==> config.mk <==
export PLATFORM = sky130hd
export DESIGN_NAME = mem_bus_arbiter_flat
export DESIGN_NICKNAME = d
export VERILOG_FILES = /design/src/rtl/mem_bus_arbiter_if.sv /design/src/rtl/mem_bus_arbiter.sv /design/src/flat_wrapper.sv
export SDC_FILE = /design/constraint.sdc
export NUM_CORES = 1
export LEC_CHECK = 0
export ABC_CLOCK_PERIOD_IN_PS = 1810
export BUFFER_PORTS_ARGS = -buffer_cell sky130_fd_sc_hd__buf_2
export CORE_MARGIN = 2
export CORE_UTILIZATION = 35
export CTS_BUF_LIST = sky130_fd_sc_hd__clkbuf_8
export DETAILED_ROUTE_END_ITERATION = 10
export PLACE_DENSITY = 0.67
export SYNTH_ARGS = -nofsm -noshare
export SYNTH_HDL_FRONTEND = slang
export SYNTH_SLANG_ARGS = --single-unit
==> constraint.sdc <==
create_clock -name clk -period 1.81 [get_ports clk]
set_input_delay 0.2715 -clock clk [delete_from_list [all_inputs] [get_ports clk]]
set_output_delay 0.2715 -clock clk [all_outputs]
set_load 0.05 [all_outputs]
==> src/rtl/mem_bus_arbiter_if.sv <==
// Bundle for the two requester ports and the memory_bus side of the arbiter.
//   req0/1, we0/1, addr0/1, wdata0/1, mask0/1 : requester payloads (to arbiter)
//   ack0/1, rdata, grant, busy                : requester responses (from arbiter)
//   mem_address, mem_write, mem_write_mask,
//   mem_bus_enable, mem_write_enable          : memory_bus drive (from arbiter)
//   mem_read                                  : memory_bus data_out (to arbiter)
// slave modport = arbiter view, master modport = requesters + memory view.
interface mem_bus_arbiter_if #(
  parameter int unsigned ADDR_WIDTH = 16
);
  logic                  req0;
  logic                  req1;
  logic                  we0;
  logic                  we1;
  logic [ADDR_WIDTH-1:0] addr0;
  logic [ADDR_WIDTH-1:0] addr1;
  logic [31:0]           wdata0;
  logic [31:0]           wdata1;
  logic [3:0]            mask0;
  logic [3:0]            mask1;
  logic                  ack0;
  logic                  ack1;
  logic [31:0]           rdata;
  logic [1:0]            grant;
  logic                  busy;
  logic [ADDR_WIDTH-1:0] mem_address;
  logic [31:0]           mem_write;
  logic [3:0]            mem_write_mask;
  logic                  mem_bus_enable;
  logic                  mem_write_enable;
  logic [31:0]           mem_read;

  modport slave (
    input  req0, req1, we0, we1, addr0, addr1, wdata0, wdata1, mask0, mask1,
    input  mem_read,
    output ack0, ack1, rdata, grant, busy,
    output mem_address, mem_write, mem_write_mask, mem_bus_enable, mem_write_enable
  );

  modport master (
    output req0, req1, we0, we1, addr0, addr1, wdata0, wdata1, mask0, mask1,
    output mem_read,
    input  ack0, ack1, rdata, grant, busy,
    input  mem_address, mem_write, mem_write_mask, mem_bus_enable, mem_write_enable
  );
endinterface

==> src/rtl/mem_bus_arbiter.sv <==
// Two-port arbiter in front of memory_bus. Each access runs IDLE -> ISSUE ->
// DONE: bus enable for one cycle, read data captured the next cycle, then a
// one-cycle ack to the winner.
//   clk   : CPU clock, rising edge
//   reset : asynchronous, active-low
//   bus   : mem_bus_arbiter_if.slave (requester ports + memory_bus side)
module mem_bus_arbiter #(
  parameter bit          FIXED_PRIORITY = 1'b0,
  parameter int unsigned ADDR_WIDTH     = 16
) (
  input  logic               clk,
  input  logic               reset,
  mem_bus_arbiter_if.slave   bus
);

  typedef enum logic [1:0] {
    S_IDLE  = 2'd0,
    S_ISSUE = 2'd1,
    S_DONE  = 2'd2
  } state_t;

  state_t                r_state;
  state_t                w_next_state;

  // last_grant: 0 = port 0, 1 = port 1
  logic                  r_last_grant;
  logic                  r_ack0;
  logic                  r_ack1;
  logic [31:0]           r_rdata;
  logic [1:0]            r_grant;
  logic                  r_busy;
  logic [ADDR_WIDTH-1:0] r_mem_address;
  logic [31:0]           r_mem_write;
  logic [3:0]            r_mem_write_mask;
  logic                  r_mem_bus_enable;
  logic                  r_mem_write_enable;

  logic                  w_last_grant;
  logic                  w_ack0;
  logic                  w_ack1;
  logic [31:0]           w_rdata;
  logic [1:0]            w_grant;
  logic                  w_busy;
  logic [ADDR_WIDTH-1:0] w_mem_address;
  logic [31:0]           w_mem_write;
  logic [3:0]            w_mem_write_mask;
  logic                  w_mem_bus_enable;
  logic                  w_mem_write_enable;

  logic                  w_req_any;
  logic                  w_winner;

  assign w_req_any = bus.req0 | bus.req1;

  // Winner select: single requester wins outright; on contention either
  // port 0 (fixed) or the port that did not win last time.
  always_comb begin
    w_winner = bus.req1;
    if (bus.req0 && bus.req1) begin
      w_winner = FIXED_PRIORITY ? 1'b0 : ~r_last_grant;
    end
  end

  // State register
  always_ff @(posedge clk or negedge reset) begin
    if (!reset) begin
      r_state <= S_IDLE;
    end else begin
      r_state <= w_next_state;
    end
  end

  // Next-state logic
  always_comb begin
    w_next_state = r_state;
    case (r_state)
      S_IDLE:  if (w_req_any) w_next_state = S_ISSUE;
      S_ISSUE: w_next_state = S_DONE;
      S_DONE:  w_next_state = S_IDLE;
      default: w_next_state = S_IDLE;
    endcase
  end

  // Output logic: next values for every registered output
  always_comb begin
    w_last_grant       = r_last_grant;
    w_ack0             = r_ack0;
    w_ack1             = r_ack1;
    w_rdata            = r_rdata;
    w_grant            = r_grant;
    w_busy             = r_busy;
    w_mem_address      = r_mem_address;
    w_mem_write        = r_mem_write;
    w_mem_write_mask   = r_mem_write_mask;
    w_mem_bus_enable   = r_mem_bus_enable;
    w_mem_write_enable = r_mem_write_enable;
    case (r_state)
      S_IDLE: begin
        w_mem_bus_enable   = 1'b0;
        w_mem_write_enable = 1'b0;
        if (w_req_any) begin
          w_mem_address      = w_winner ? bus.addr1  : bus.addr0;
          w_mem_write        = w_winner ? bus.wdata1 : bus.wdata0;
          w_mem_write_mask   = w_winner ? bus.mask1  : bus.mask0;
          w_mem_write_enable = w_winner ? bus.we1    : bus.we0;
          w_mem_bus_enable   = 1'b1;
          w_grant            = w_winner ? 2'b10 : 2'b01;
          w_last_grant       = w_winner;
          w_busy             = 1'b1;
        end
      end
      S_ISSUE: begin
        // memory_bus data_out is valid the cycle after the enable
        w_mem_bus_enable   = 1'b0;
        w_mem_write_enable = 1'b0;
        w_rdata            = bus.mem_read;
        w_ack0             = r_grant[0];
        w_ack1             = r_grant[1];
      end
      S_DONE: begin
        w_ack0  = 1'b0;
        w_ack1  = 1'b0;
        w_grant = 2'b00;
        w_busy  = 1'b0;
      end
      default: begin
        w_ack0  = 1'b0;
        w_ack1  = 1'b0;
        w_grant = 2'b00;
        w_busy  = 1'b0;
      end
    endcase
  end

  // Output registers; last_grant resets to port 1 so port 0 wins first
  always_ff @(posedge clk or negedge reset) begin
    if (!reset) begin
      r_last_grant       <= 1'b1;
      r_ack0             <= 1'b0;
      r_ack1             <= 1'b0;
      r_rdata            <= 32'h0;
      r_grant            <= 2'b00;
      r_busy             <= 1'b0;
      r_mem_address      <= '0;
      r_mem_write        <= 32'h0;
      r_mem_write_mask   <= 4'h0;
      r_mem_bus_enable   <= 1'b0;
      r_mem_write_enable <= 1'b0;
    end else begin
      r_last_grant       <= w_last_grant;
      r_ack0             <= w_ack0;
      r_ack1             <= w_ack1;
      r_rdata            <= w_rdata;
      r_grant            <= w_grant;
      r_busy             <= w_busy;
      r_mem_address      <= w_mem_address;
      r_mem_write        <= w_mem_write;
      r_mem_write_mask   <= w_mem_write_mask;
      r_mem_bus_enable   <= w_mem_bus_enable;
      r_mem_write_enable <= w_mem_write_enable;
    end
  end

  assign bus.ack0             = r_ack0;
  assign bus.ack1             = r_ack1;
  assign bus.rdata            = r_rdata;
  assign bus.grant            = r_grant;
  assign bus.busy             = r_busy;
  assign bus.mem_address      = r_mem_address;
  assign bus.mem_write        = r_mem_write;
  assign bus.mem_write_mask   = r_mem_write_mask;
  assign bus.mem_bus_enable   = r_mem_bus_enable;
  assign bus.mem_write_enable = r_mem_write_enable;

endmodule

==> src/flat_wrapper.sv <==
// flat-port wrapper written by rule: the top's interface ports become plain ports
module mem_bus_arbiter_flat 
#(
  parameter bit          FIXED_PRIORITY = 1'b0,
  parameter int unsigned ADDR_WIDTH     = 16
)
  (clk, reset, bus_req0, bus_req1, bus_we0, bus_we1, bus_addr0, bus_addr1, bus_wdata0, bus_wdata1, bus_mask0, bus_mask1, bus_mem_read, bus_ack0, bus_ack1, bus_rdata, bus_grant, bus_busy, bus_mem_address, bus_mem_write, bus_mem_write_mask, bus_mem_bus_enable, bus_mem_write_enable);
  mem_bus_arbiter_if #(.ADDR_WIDTH(ADDR_WIDTH)) bus_i ();
  input  logic clk;
  input  logic reset;
  input wire logic [$bits(bus_i.req0)-1:0] bus_req0;
  input wire logic [$bits(bus_i.req1)-1:0] bus_req1;
  input wire logic [$bits(bus_i.we0)-1:0] bus_we0;
  input wire logic [$bits(bus_i.we1)-1:0] bus_we1;
  input wire logic [$bits(bus_i.addr0)-1:0] bus_addr0;
  input wire logic [$bits(bus_i.addr1)-1:0] bus_addr1;
  input wire logic [$bits(bus_i.wdata0)-1:0] bus_wdata0;
  input wire logic [$bits(bus_i.wdata1)-1:0] bus_wdata1;
  input wire logic [$bits(bus_i.mask0)-1:0] bus_mask0;
  input wire logic [$bits(bus_i.mask1)-1:0] bus_mask1;
  input wire logic [$bits(bus_i.mem_read)-1:0] bus_mem_read;
  output wire logic [$bits(bus_i.ack0)-1:0] bus_ack0;
  output wire logic [$bits(bus_i.ack1)-1:0] bus_ack1;
  output wire logic [$bits(bus_i.rdata)-1:0] bus_rdata;
  output wire logic [$bits(bus_i.grant)-1:0] bus_grant;
  output wire logic [$bits(bus_i.busy)-1:0] bus_busy;
  output wire logic [$bits(bus_i.mem_address)-1:0] bus_mem_address;
  output wire logic [$bits(bus_i.mem_write)-1:0] bus_mem_write;
  output wire logic [$bits(bus_i.mem_write_mask)-1:0] bus_mem_write_mask;
  output wire logic [$bits(bus_i.mem_bus_enable)-1:0] bus_mem_bus_enable;
  output wire logic [$bits(bus_i.mem_write_enable)-1:0] bus_mem_write_enable;
  assign bus_i.req0 = bus_req0;
  assign bus_i.req1 = bus_req1;
  assign bus_i.we0 = bus_we0;
  assign bus_i.we1 = bus_we1;
  assign bus_i.addr0 = bus_addr0;
  assign bus_i.addr1 = bus_addr1;
  assign bus_i.wdata0 = bus_wdata0;
  assign bus_i.wdata1 = bus_wdata1;
  assign bus_i.mask0 = bus_mask0;
  assign bus_i.mask1 = bus_mask1;
  assign bus_i.mem_read = bus_mem_read;
  assign bus_ack0 = bus_i.ack0;
  assign bus_ack1 = bus_i.ack1;
  assign bus_rdata = bus_i.rdata;
  assign bus_grant = bus_i.grant;
  assign bus_busy = bus_i.busy;
  assign bus_mem_address = bus_i.mem_address;
  assign bus_mem_write = bus_i.mem_write;
  assign bus_mem_write_mask = bus_i.mem_write_mask;
  assign bus_mem_bus_enable = bus_i.mem_bus_enable;
  assign bus_mem_write_enable = bus_i.mem_write_enable;
  mem_bus_arbiter #(.FIXED_PRIORITY(FIXED_PRIORITY), .ADDR_WIDTH(ADDR_WIDTH)) u_core (.clk(clk), .reset(reset), .bus(bus_i));
endmodule
# Word level (Yosys, flattened, before mapping)
# Index checks and enable logic that the tools add are counted.
[op_classes] bitwise=3 reduce_logical=5 muxes=18 eq_ne=2
[ops] operator="32-bit 2-to-1 mux" count=1
[ops] operator="16-bit 2-to-1 mux" count=1
[ops] operator="1-bit one-hot mux with 2 select lines" count=5
[ops] operator="2-bit one-hot mux with 2 select lines" count=2
[ops] operator="2-bit 2-to-1 mux" count=3
[ops] operator="1-bit 2-to-1 mux" count=5
[ops] operator="4-bit 2-to-1 mux" count=1
[ops] operator="2-bit AND reduction" count=2
[ops] operator="2-bit by 1-bit equality test with 1-bit output (second input constant)" count=1
[ops] operator="2-bit logical NOT" count=1
[ops] operator="2-bit by 1-bit != test with 1-bit output (second input constant)" count=1
[ops] operator="1-bit inverter" count=2
[ops] operator="2-bit nonzero test" count=1
[ops] operator="1-bit logical AND" count=1
[ops] operator="1-bit bitwise OR" count=1
[word_totals] out_inout_bits=91 elab_cells=40 regBits=94

# Longest topological paths before layout
[depth] word_depth=5 ltp_mapped=6

# Worst setup path after synthesis
# OpenSTA, ideal clock, no wires.
[synth_timing] path_kind="register -> register" startpoint="register u_core.r_last_grant" endpoint="register u_core.r_mem_write[4] (netlist: u_core.bus.mem_write[4])" path_slack_ns=0.448 setup_ns=0.126 t_arrival_ns=1.236 synth_period_minus_slack_ns=1.362 stages_incl_launch_ff=6 path_buffers=2 cell_sequence="dfstp_2 -> a21bo_2 -> buf_4 -> buf_2 -> nor3_1 -> a221o_1"
[synth_between] elab_chain_cells=3
[synth_lines] item="from (decl)" line="mem_bus_arbiter.sv:26" text="logic r_last_grant;"
[synth_lines] item="from (signal assigned)" line="mem_bus_arbiter.sv:150" text="r_last_grant <= w_last_grant;"
[synth_lines] item="1-bit inverter" line="mem_bus_arbiter.sv:60" text="w_winner = FIXED_PRIORITY ? 1'b0 : ~r_last_grant;"
[synth_lines] item="1-bit 2-to-1 mux" line="mem_bus_arbiter.sv:59" text="if (bus.req0 && bus.req1) begin"
[synth_lines] item="32-bit 2-to-1 mux" line="mem_bus_arbiter.sv:103" text="w_mem_write = w_winner ? bus.wdata1 : bus.wdata0;"
[synth_lines] item="to (signal assigned)" line="mem_bus_arbiter.sv:157" text="r_mem_write <= w_mem_write;"
[synth_lines] item="to (decl)" line="mem_bus_arbiter.sv:33" text="logic [31:0] r_mem_write;"
# Every way passes these cells.
# A chain may end at the register's enable or synchronous reset.

# Worst setup path after layout
[layout_timing] startpoint="register u_core.r_state[1]" endpoint="register u_core.r_mem_write[30] (netlist: u_core.bus.mem_write[30])"
[layout_between] elab_chain_cells=2
[layout_lines] item="from (decl)" line="mem_bus_arbiter.sv:22" text="state_t r_state;"
[layout_lines] item="from (signal assigned)" line="mem_bus_arbiter.sv:69" text="r_state <= w_next_state;"
[layout_lines] item="2-bit logical NOT" line="mem_bus_arbiter.sv:97" text="case (r_state)"
[layout_lines] item="2-bit AND reduction (no line)"
# Every way passes these cells.

==> run_results.csv <==
group,metric,value,unit
placement,numPortBuffers,232,
sta,fin_setup_tns,0,ns
power_and_ir_drop,totalPowerFinal,12.8,mW
placement,hpwl,8460,um
clock_network,cts.repair.resized,0,
hold_path,timing.hold.worst_path_depth,2,
clock_network,clkSlewWorstSetupHoldPaths,0.09,ns
hold_path,holdPathEnd,"u_core.bus.mem_write[21]",
sta,timing_hold_violations_final,0,
clock_network,post-cts-setup-buffer-count,0,
critical_path,crit_path_start,"u_core.r_state[1]",
final_layout,finalCoreUtilization,0.486,
sta,timing.slew.headroom,0.738,
placement,gp_congestion,0.795,
critical_path,cp_data_required_time,2.06,ns
sta,max_freq,0.648,GHz
routing,drtPass1Iterations,4,
die,die_height,113,um
critical_path,timing.reg2reg.worst_path_depth,4,
routing,detail_route.drc_violations,0,
critical_path,worst_ep_arrival_time,1.79,ns
routing,totalWireLength,11600,um
routing,wire_per_inst,16.3,um
synthesis,postSynth.asyncResetShare,1.00,
routing,ant_nets,0,
critical_path,critPathKind,"flop to flop",
final_layout,n_diodes,0,
hold_path,timing.hold.worst.class,"input port to flop",
die,dieArea,12700,um^2
sta,final_min_period_over_clock_period,0.852,
sta,slew_violations,0,
final_layout,drive_gt1_frac,0.522,
synthesis,synth_enable_flop_cells,0,
sta,clock_skew,0.00541,ns
die,floorplan.initialDensity,0.361,
synthesis,syn-cell-area,4150,um^2
grt,first_global_vias,3631,
die,design.core.area,11500,um^2
die,number_of_rows_created_at_floorplan,39,
job,number_of_max_cap_violations,0,
grt,globalRoute.totalOverflow,0,
clock_network,insertion_delay,0.37,ns
synthesis,synth_sequential_area_ratio,0.568,
synthesis,cells_after_synthesis,340,
synthesis,yosysUniqueCellTypes,24,
grt,grt_first_pass_wirelength,18400,um
sta,setup_violations,0,
clock_network,cts-root-buf,"sky130_fd_sc_hd__clkbuf_8",
sta,whs,0.128,ns
die,floorplan.io_pins,233,
placement,inst_count_dp,696,
synthesis,synth.ff_latch_count,94,
synthesis,synth.net_count,482,
clock_network,maximum_root_to_sink_buffer_count,2,
sta,tightestPinTransition,0.393,ns
grt,grt_max_degree,53,
clock_network,hold_bufs_inserted_after_cts,1,
grt,initial_antenna_violation_count,0,
critical_path,worst_r2r_startpoint,"u_core.r_state[1]",
grt,groute.usage.overall,0.183,
clock_network,number_of_clock_sinks,94,
critical_path,critical_path.reg2reg.endpoint,"u_core.bus.mem_write[30]",
critical_path,critPathLaunchType,"flop",
clock_network,cts_inserted_buffers,9,
sta,rsz0062_at_grt,"no",
clock_network,cts_htree_levels,3,
final_layout,cell_count_final_fillers_out,712,
power_and_ir_drop,irDropWorstVdd,1.61,mV
power_and_ir_drop,power_density,2300,nW/um^2
critical_path,path_max_fanout,30,
run_status,run_status,"complete, no violations",
hold_path,min_from,"bus_wdata0[21]",
final_layout,nNetsFinal,707,
clock_network,cts_tree,"built",
synthesis,synth_ff_type,"sky130_fd_sc_hd__dfrtp_1",
sta,final_period_minus_worst_setup_slack,1.54,ns
synthesis,synth_warnings,0,
final_layout,area_growth_syn_to_layout,34.4,%
synthesis,post_synth.cell_area_avg,12.2,um^2
routing,detailroute.via_count,3554,
power_and_ir_drop,total_leakage_power,2.97,nW
die,die_w,113,um
routing,drtIter0Drc,228,
critical_path,setup.worst_path.end_class,"flop",
critical_path,reg2reg_slack,0.27,ns
routing,avgViaCountPerCell,4.99,
==> how the worst max path moves through the flow <==
| stage | end |
|---|---|
| 2_1_floorplan | u_core.bus.mem_write[4] |
| 3_3_place_gp | u_core.bus.mem_write[29] |
| 3_5_place_dp | u_core.bus.mem_write[30] |
| 4_1_cts | u_core.bus.mem_address[11] |
| 5_1_grt | u_core.bus.mem_address[13] |
| 6_report | u_core.bus.mem_write[30] |
==> placed cells by master (no fill, tap or decap), types with 2 or more instances in the layout <==
cell and count:
sky130_fd_sc_hd__a221o_1 52, sky130_fd_sc_hd__buf_2 231, sky130_fd_sc_hd__nand2b_1 4, sky130_fd_sc_hd__nor3_1 51, sky130_fd_sc_hd__nand2_1 3, sky130_fd_sc_hd__buf_12 4
sky130_fd_sc_hd__clkinvlp_4 3, sky130_fd_sc_hd__inv_1 56, sky130_fd_sc_hd__mux2i_1 3, sky130_fd_sc_hd__buf_4 8, sky130_fd_sc_hd__mux2_2 32, sky130_fd_sc_hd__dfrtp_1 93
sky130_fd_sc_hd__o21ai_0 3, sky130_fd_sc_hd__bufinv_16 2, sky130_fd_sc_hd__clkbuf_8 9, sky130_fd_sc_hd__nor2_1 3
==> registers in the layout, indices dropped and copies added, names as in the netlist <==
name                         flops
u_core.bus.mem_write            32
u_core.bus.rdata                32
u_core.bus.mem_address          16
u_core.bus.mem_write_mask        4
u_core.bus.grant                 2
u_core.r_state                   2
u_core.bus.ack0                  1
u_core.bus.ack1                  1
u_core.bus.busy                  1
u_core.bus.mem_bus_enable        1
u_core.bus.mem_write_enable      1
u_core.r_last_grant              1
==> critical path, stage by stage (launching register included) <==
cell and delay, ns:
sky130_fd_sc_hd__dfrtp_1 0.54, sky130_fd_sc_hd__or2_2 0.19, sky130_fd_sc_hd__buf_4 0.30, sky130_fd_sc_hd__nor3_1 0.10
sky130_fd_sc_hd__a221o_1 0.28
==> routing by layer <==
| layer | track usage | wire length [um] | up-vias |
|---|---|---|---|
| met2 | 0.309 | 5640 | 164 |
| li1 | - | - | 1656 |
| met4 | 0.0610 | 208 | 0 |
| met1 | 0.225 | 4850 | 1719 |
| met3 | 0.0568 | 927 | 15 |
| met5 | 0 | 0 | - |
==> cells by family after synthesis <==
| kind of cell | after synthesis | share of synthesized area |
|---|---|---|
| buffers and inverters | 86 | 0.118 |
| DFF | 94 | 0.568 |
| AOI/OAI and AO/OA | 60 | 0.139 |
| and+or+nand+nor | 65 | 0.0812 |
| muxes | 35 | 0.0942 |
==> synth_stat cells (2+ instances only) <==
cell type | n | share of area
sky130_fd_sc_hd__dfrtp_1 | 93 | 0.56
sky130_fd_sc_hd__inv_1 | 56 | 0.051
sky130_fd_sc_hd__a221o_1 | 52 | 0.13
sky130_fd_sc_hd__nor3_1 | 51 | 0.062
sky130_fd_sc_hd__mux2_2 | 32 | 0.087
sky130_fd_sc_hd__buf_6 | 20 | 0.054
sky130_fd_sc_hd__buf_2 | 6 | 0.0072
sky130_fd_sc_hd__nand2b_1 | 4 | 0.0060
sky130_fd_sc_hd__mux2i_1 | 3 | 0.0072
sky130_fd_sc_hd__nand2_1 | 3 | 0.0027
sky130_fd_sc_hd__nor2_1 | 3 | 0.0027
sky130_fd_sc_hd__o21ai_0 | 3 | 0.0036
sky130_fd_sc_hd__buf_4 | 2 | 0.0036
sky130_fd_sc_hd__clkbuf_1 | 2 | 0.0018
==> power breakdown <==
part           switching, mW  internal (mW)  total [mW]
Sequential             0.579           3.16        3.74
Clock                  0.732          0.767        1.50
Combinational           5.39           2.20        7.59
Total                   6.70           6.12        12.8
==> stage by stage <==
stage / cell area [um^2] / worst slack [ns]
6_report: 5570 / 0.267
5_1_grt: 5570 / 0.165
4_1_cts: 5570 / 0.250
3_5_place_dp: 5350 / 0.272
3_3_place_gp: 5350 / 0.330
2_1_floorplan: 4150 / 0.448
==> cell type report <==
type                       instances  area [um^2]
clock inverter                     6         87.6
inverter                          56          210
fill                            1043         5890
clock buffer                       9          124
sequential                        94         2350
tap                              143          179
timing repair buffer             244         1310
multi-input combinational        160         1310
Power figures use the tool's default switching activity.
